===== config.mk =====
export PLATFORM = sky130hd
export DESIGN_NAME = wb_port_arbiter
export DESIGN_NICKNAME = d
export VERILOG_FILES = /design/src/rtl/wb_arb_pkg.sv /design/src/rtl/wb_fifo.sv /design/src/rtl/wb_port_arbiter.sv
export SDC_FILE = /design/constraint.sdc
export NUM_CORES = 1
export LEC_CHECK = 0
export ABC_CLOCK_PERIOD_IN_PS = 2500
export CORE_ASPECT_RATIO = 0.9
export CORE_UTILIZATION = 25
export CTS_CLUSTER_SIZE = 30
export DETAILED_ROUTE_END_ITERATION = 8
export PLACE_DENSITY = 0.51
export REMOVE_ABC_BUFFERS = 1
export SYNTH_ARGS = -nofsm -noshare
export SYNTH_HDL_FRONTEND = slang
export SYNTH_SLANG_ARGS = --single-unit

===== constraint.sdc =====
create_clock -name clk -period 2.5 [get_ports clk]
set_input_delay 0.25 -clock clk [delete_from_list [all_inputs] [get_ports clk]]
set_output_delay 0.25 -clock clk [all_outputs]
set_load 0.01 [all_outputs]

===== src/rtl/wb_arb_pkg.sv =====
// wb_arb_pkg: shared state encoding and grant-source constants for the write-port arbiter
package wb_arb_pkg;
    typedef enum logic {NORMAL, DRAIN} state_e;
    localparam logic GRANT_PIPE = 1'b0;
    localparam logic GRANT_LU   = 1'b1;
endpackage


===== src/rtl/wb_fifo.sv =====
// wb_fifo: small synchronous FIFO with modulo-depth pointers and an occupancy counter
module wb_fifo #(
    parameter int DEPTH = 2,
    parameter int W     = 37
) (
    input  logic                   clk,
    input  logic                   rst,
    input  logic                   push,
    input  logic                   pop,
    input  logic [W-1:0]           din,
    output logic [W-1:0]           head,
    output logic [$clog2(DEPTH):0] count,
    output logic                   full,
    output logic                   empty
);
    localparam int PW = $clog2(DEPTH);
    localparam int CW = PW + 1;
    logic [W-1:0]  mem_q [DEPTH];
    logic [W-1:0]  mem_d [DEPTH];
    logic [PW-1:0] wr_q, wr_d, rd_q, rd_d;
    logic [CW-1:0] cnt_q, cnt_d;
    // pointers wrap naturally because DEPTH is a power of two
    always_comb begin
        mem_d = mem_q;
        if (push) mem_d[wr_q] = din;
        wr_d  = wr_q + PW'(push);
        rd_d  = rd_q + PW'(pop);
        cnt_d = cnt_q + CW'(push) - CW'(pop);
    end
    // storage is not reset; only pointers and occupancy define validity
    always_ff @(posedge clk) mem_q <= mem_d;
    // pointer and occupancy registers
    always_ff @(posedge clk) begin
        if (rst) begin
            wr_q  <= '0;
            rd_q  <= '0;
            cnt_q <= '0;
        end else begin
            wr_q  <= wr_d;
            rd_q  <= rd_d;
            cnt_q <= cnt_d;
        end
    end
    assign head  = mem_q[rd_q];
    assign count = cnt_q;
    assign full  = cnt_q == CW'(DEPTH);
    assign empty = cnt_q == '0;
endmodule


===== src/rtl/wb_port_arbiter.sv =====
// wb_port_arbiter: shares the register-file write port between write-back and a buffered long-latency unit
module wb_port_arbiter
    import wb_arb_pkg::*;
#(
    parameter int DATA_W     = 32,
    parameter int ADDR_W     = 5,
    parameter int FIFO_DEPTH = 2,
    parameter int MAX_WAIT   = 4
) (
    input  logic                          clk,
    input  logic                          rst,
    input  logic                          pipe_we,
    input  logic [ADDR_W-1:0]             pipe_rd,
    input  logic [DATA_W-1:0]             pipe_data,
    input  logic                          lu_valid,
    output logic                          lu_ready,
    input  logic [ADDR_W-1:0]             lu_rd,
    input  logic [DATA_W-1:0]             lu_data,
    output logic                          rf_we,
    output logic [ADDR_W-1:0]             rf_rd,
    output logic [DATA_W-1:0]             rf_wd,
    output logic                          grant_src,
    output logic                          stall_req,
    output logic [$clog2(FIFO_DEPTH):0]   fifo_count
);
    localparam int CW = $clog2(FIFO_DEPTH) + 1;
    localparam int WW = $clog2(MAX_WAIT + 1);
    typedef struct packed {
        logic [ADDR_W-1:0] rd;
        logic [DATA_W-1:0] data;
    } entry_t;
    entry_t            din, head;
    logic              full, empty, push, pop, pipe_go;
    logic [CW-1:0]     count;
    state_e            state_q, state_d;
    logic [WW-1:0]     wait_q, wait_d;
    logic              rf_we_q, rf_we_d, grant_q, grant_d, stall_q, stall_d;
    logic [ADDR_W-1:0] rf_rd_q, rf_rd_d;
    logic [DATA_W-1:0] rf_wd_q, rf_wd_d;
    wb_fifo #(.DEPTH(FIFO_DEPTH), .W($bits(entry_t))) u_fifo (
        .clk(clk), .rst(rst), .push(push), .pop(pop), .din(din),
        .head(head), .count(count), .full(full), .empty(empty)
    );
    // grant selection, wait tracking and drain control; rd==0 results are dropped
    always_comb begin
        din     = '{rd: lu_rd, data: lu_data};
        push    = lu_valid && !full && lu_rd != '0;
        pipe_go = state_q == NORMAL && pipe_we && pipe_rd != '0;
        pop     = !empty && (state_q == DRAIN || !pipe_go);
        rf_we_d = pipe_go || pop;
        rf_rd_d = pipe_go ? pipe_rd : pop ? head.rd : rf_rd_q;
        rf_wd_d = pipe_go ? pipe_data : pop ? head.data : rf_wd_q;
        grant_d = pipe_go ? GRANT_PIPE : pop ? GRANT_LU : grant_q;
        wait_d  = (state_q == NORMAL && !empty && !pop) ? wait_q + WW'(1) : '0;
        state_d = state_q == NORMAL ? (wait_d == WW'(MAX_WAIT) ? DRAIN : NORMAL)
                                    : ((count == CW'(1) && !push) ? NORMAL : DRAIN);
        stall_d = state_d == DRAIN;
    end
    // state and registered write-port outputs
    always_ff @(posedge clk) begin
        if (rst) begin
            state_q <= NORMAL;
            wait_q  <= '0;
            rf_we_q <= 1'b0;
            rf_rd_q <= '0;
            rf_wd_q <= '0;
            grant_q <= GRANT_PIPE;
            stall_q <= 1'b0;
        end else begin
            state_q <= state_d;
            wait_q  <= wait_d;
            rf_we_q <= rf_we_d;
            rf_rd_q <= rf_rd_d;
            rf_wd_q <= rf_wd_d;
            grant_q <= grant_d;
            stall_q <= stall_d;
        end
    end
    assign lu_ready   = !full;
    assign rf_we      = rf_we_q;
    assign rf_rd      = rf_rd_q;
    assign rf_wd      = rf_wd_q;
    assign grant_src  = grant_q;
    assign stall_req  = stall_q;
    assign fifo_count = count;
endmodule


==> results.md <==
* Outcome: finished, final reports clean
* Crit Path Class: in2reg
* Num CTS Buffers at 17
* CP peak stage delay at 0.43 ns
* Crit path max fanout at 3
* Commonest non-fill, non-tap cell in the layout: clkdlybuf4s50_1
* Die Ht at 132 µm
* Number of synthesized flops with an enable pin at 74
* Pwr/cell area at 977 nW/µm²
* Routed Antenna Nets at 0
* Rows at 47
* Synth warn at 0
* Die Wd at 146 µm
* Worst hold margin at 0.217 ns
* Post-route DRC at 0
* Global-route wire length before repair at 17000 µm
* Layout area overhead at 44.0%
* Share of cells above drive strength 1 at 9.49%
* Gr usage total at 11.7%
* Drt pass-1 iters at 4
* Register-to-Register Setup Slack at 0.71 ns
* Largest net degree at the start of global routing at 49
* LEAKAGE at 2.33 nW
* CP arrival at 2.19 ns
* Maximum operating frequency at 522 MHz
* Grt total ovfl at 0
* Critical Path End Type: register
* Setup TNS at 0 ns
* Max-slew violations at 0
* DP Wirelength at 7090 µm
* Nets@finish at 576
* Clock Root Buffer: clkbuf_16
* Register area share after synthesis at 67.6%
* Clock Sinks at 121
* Crit path cell chain: clkdlybuf4s50_1 -> or3_4 -> o21a_1 -> nor2_1 -> ha_1 -> inv_1 -> ha_1 -> xor2_1 -> xnor2_1 -> nor2_1
* Critical path startpoint: pipe_rd[0]
* Post-CTS setup buffers at 0
* DR vias/cell at 4.24
* Core area at 18300 µm²
* Synth cell types at 31
* Final Cycle Share at 76.6%
* Starting Density at 25.5%
* Wire length per cell at 14.4 µm
* Initial antenna violation count at 0
* Worst Setup Start Kind: input pin
* CTS Hold Bufs at 0
* I/O Buffers at 120
* Htree depth at 4
* Syn avg cell area at 12.7 µm²
* CTS clock-pin slew for the worst setup and hold paths at 0.05 ns
* Maxcap violations at 0
* Final setup fails at 0
* Commonest non-fill, non-tap cells in the layout: clkdlybuf4s50_1 (119), edfxtp_1 (74), nand2_1 (71)
* Clk_lat worst skew at 0.41 ns
* Max Root-Sink Buffers at 2
* Total Wirelength at 10800 µm
* Worst VDD drop at 0.454 mV
* Routability congestion estimate at 0.785
* RR Startpoint: u_fifo.rd_q$_SDFF_PP0_
* Final Skew at 0.00967 ns
* Critical Path RT at 2.78 ns
* Post-synthesis register bit count at 121
* Worst hold start: rst
* Final hold vios at 0
* Area of the die at 19300 µm²
* Worst Max-Slew Pin Slew at 0.644 ns
* Slew HR at 57.1%
* Fin crit period at 1.92 ns
* # IOs at 121
* Slowest stage cell on the critical path: clkdlybuf4s50_1
* Syn Std Cell Area at 4680 µm²
* Syn Inst Count at 370
* Worst hold path type: in2reg
* Vias at 3185
* 1st-iter DRT viols at 124
* Cells resized by post-CTS repair at 0
* # diodes at 0
* Number of global-route vias before repair at 3223
* Most common flop cell mapped by yosys: edfxtp_1
* CTS tree: done
* RSZ-0062 raised after global routing: no
* Fraction of synthesis flops using an asynchronous set or reset pin at 0%
[cell type report]
class                      instances  area [µm²]
sequential                       121        3160
timing repair buffer             130        1310
tap                              245         307
multi-input combinational        219        1390
fill                            1834       11600
inverter                           4        15.0
clock inverter                    11         100
clock buffer                      21         460
[metal layers]
layer  routed length [µm]  track usage [%]  part of all wire (%)
met1                 5000             14.5                    46
met2                 5040             18.1                    46
met3                  694             5.05                   6.4
met4                  109             3.99                   1.0
met5                    0                0                     0
[power breakdown]
part	switching [W]	internal [W]	total, W
clock	0.000872	0.00142	0.00229
combinational	0.000823	0.000789	0.00161
sequential	0.000185	0.00250	0.00269
total	0.00188	0.00471	0.00659
[state kept, by name, indices dropped and copies added, names as in the netlist]
register      count
stall_req         1
wait_q            3
u_fifo.rd_q       1
u_fifo.mem_q     74
rf_rd             5
u_fifo.wr_q       1
rf_we             1
u_fifo.count      2
grant_src         1
rf_wd            32
[cell usage after synthesis (2+ instances only)]
master    instances  area (µm²)
edfxtp_1         74        2220
nand2_1          71         267
dfxtp_1          47         941
a21oi_1          40         200
mux2i_1          37         370
o211ai_1         35         263
buf_2            12        60.1
clkbuf_1         11        41.3
nor2_1            7        26.3
ha_1              5        62.6
inv_1             4        15.0
nor2b_1           3        18.8
a22o_1            2        17.5
o21a_1            2        15.0
o21ai_0           2        10.0
or2_2             2        12.5
xor2_1            2        17.5
[critical path: cells and delay by family]
| family | cells | cell delay, ns |
|---|---|---|
| compound gates | 1 | 0.20 |
| xor+xnor | 2 | 0.31 |
| fa+ha+maj | 2 | 0.38 |
| buf+inv | 2 | 0.48 |
| simple gates | 3 | 0.57 |
[final timing paths]
path | cells after the start | endpoint
worst max register to register | 5 | rf_wd[19]$_SDFFE_PP0P_
worst min register to register | 1 | wait_q[0]$_SDFF_PP0_
worst max-delay path | 10 | u_fifo.count[1]$_SDFF_PP0_
worst min-delay path | 3 | wait_q[1]$_SDFF_PP0_
[metrics by stage]
| step | power [W] | setup WS [ns] | cells | utilization (%) | instance area, µm² |
|---|---|---|---|---|---|
| after floorplan | 0.00360 | 0.0713 | 344 | - | 4560 |
| after global placement | 0.00435 | 0.185 | 719 | 33.7 | 6180 |
| after detailed placement | 0.00438 | 0.161 | 719 | 33.7 | 6180 |
| after CTS | 0.00669 | 0.599 | 751 | 36.7 | 6740 |
| after global routing | 0.00697 | 0.428 | 751 | 36.7 | 6740 |
| final | 0.00659 | 0.585 | 751 | 36.7 | 6740 |
[kinds of logic (layout without fill, tap and decap cells)]
kind of cell / count (synthesis) / count (layout) / share of synthesized area (%)
adder cells (fa/ha/maj): 5 / 5 / 1.34
flip-flops: 121 / 121 / 67.6
AND/OR/NAND/NOR: 90 / 90 / 8.07
AO/OA/AOI/OAI: 84 / 84 / 11.6
multiplexers: 37 / 37 / 7.91
XOR/XNOR: 3 / 3 / 0.561
buffers and inverters: 30 / 166 / 2.97
Note: power is estimated with default switching activity, not from simulation.
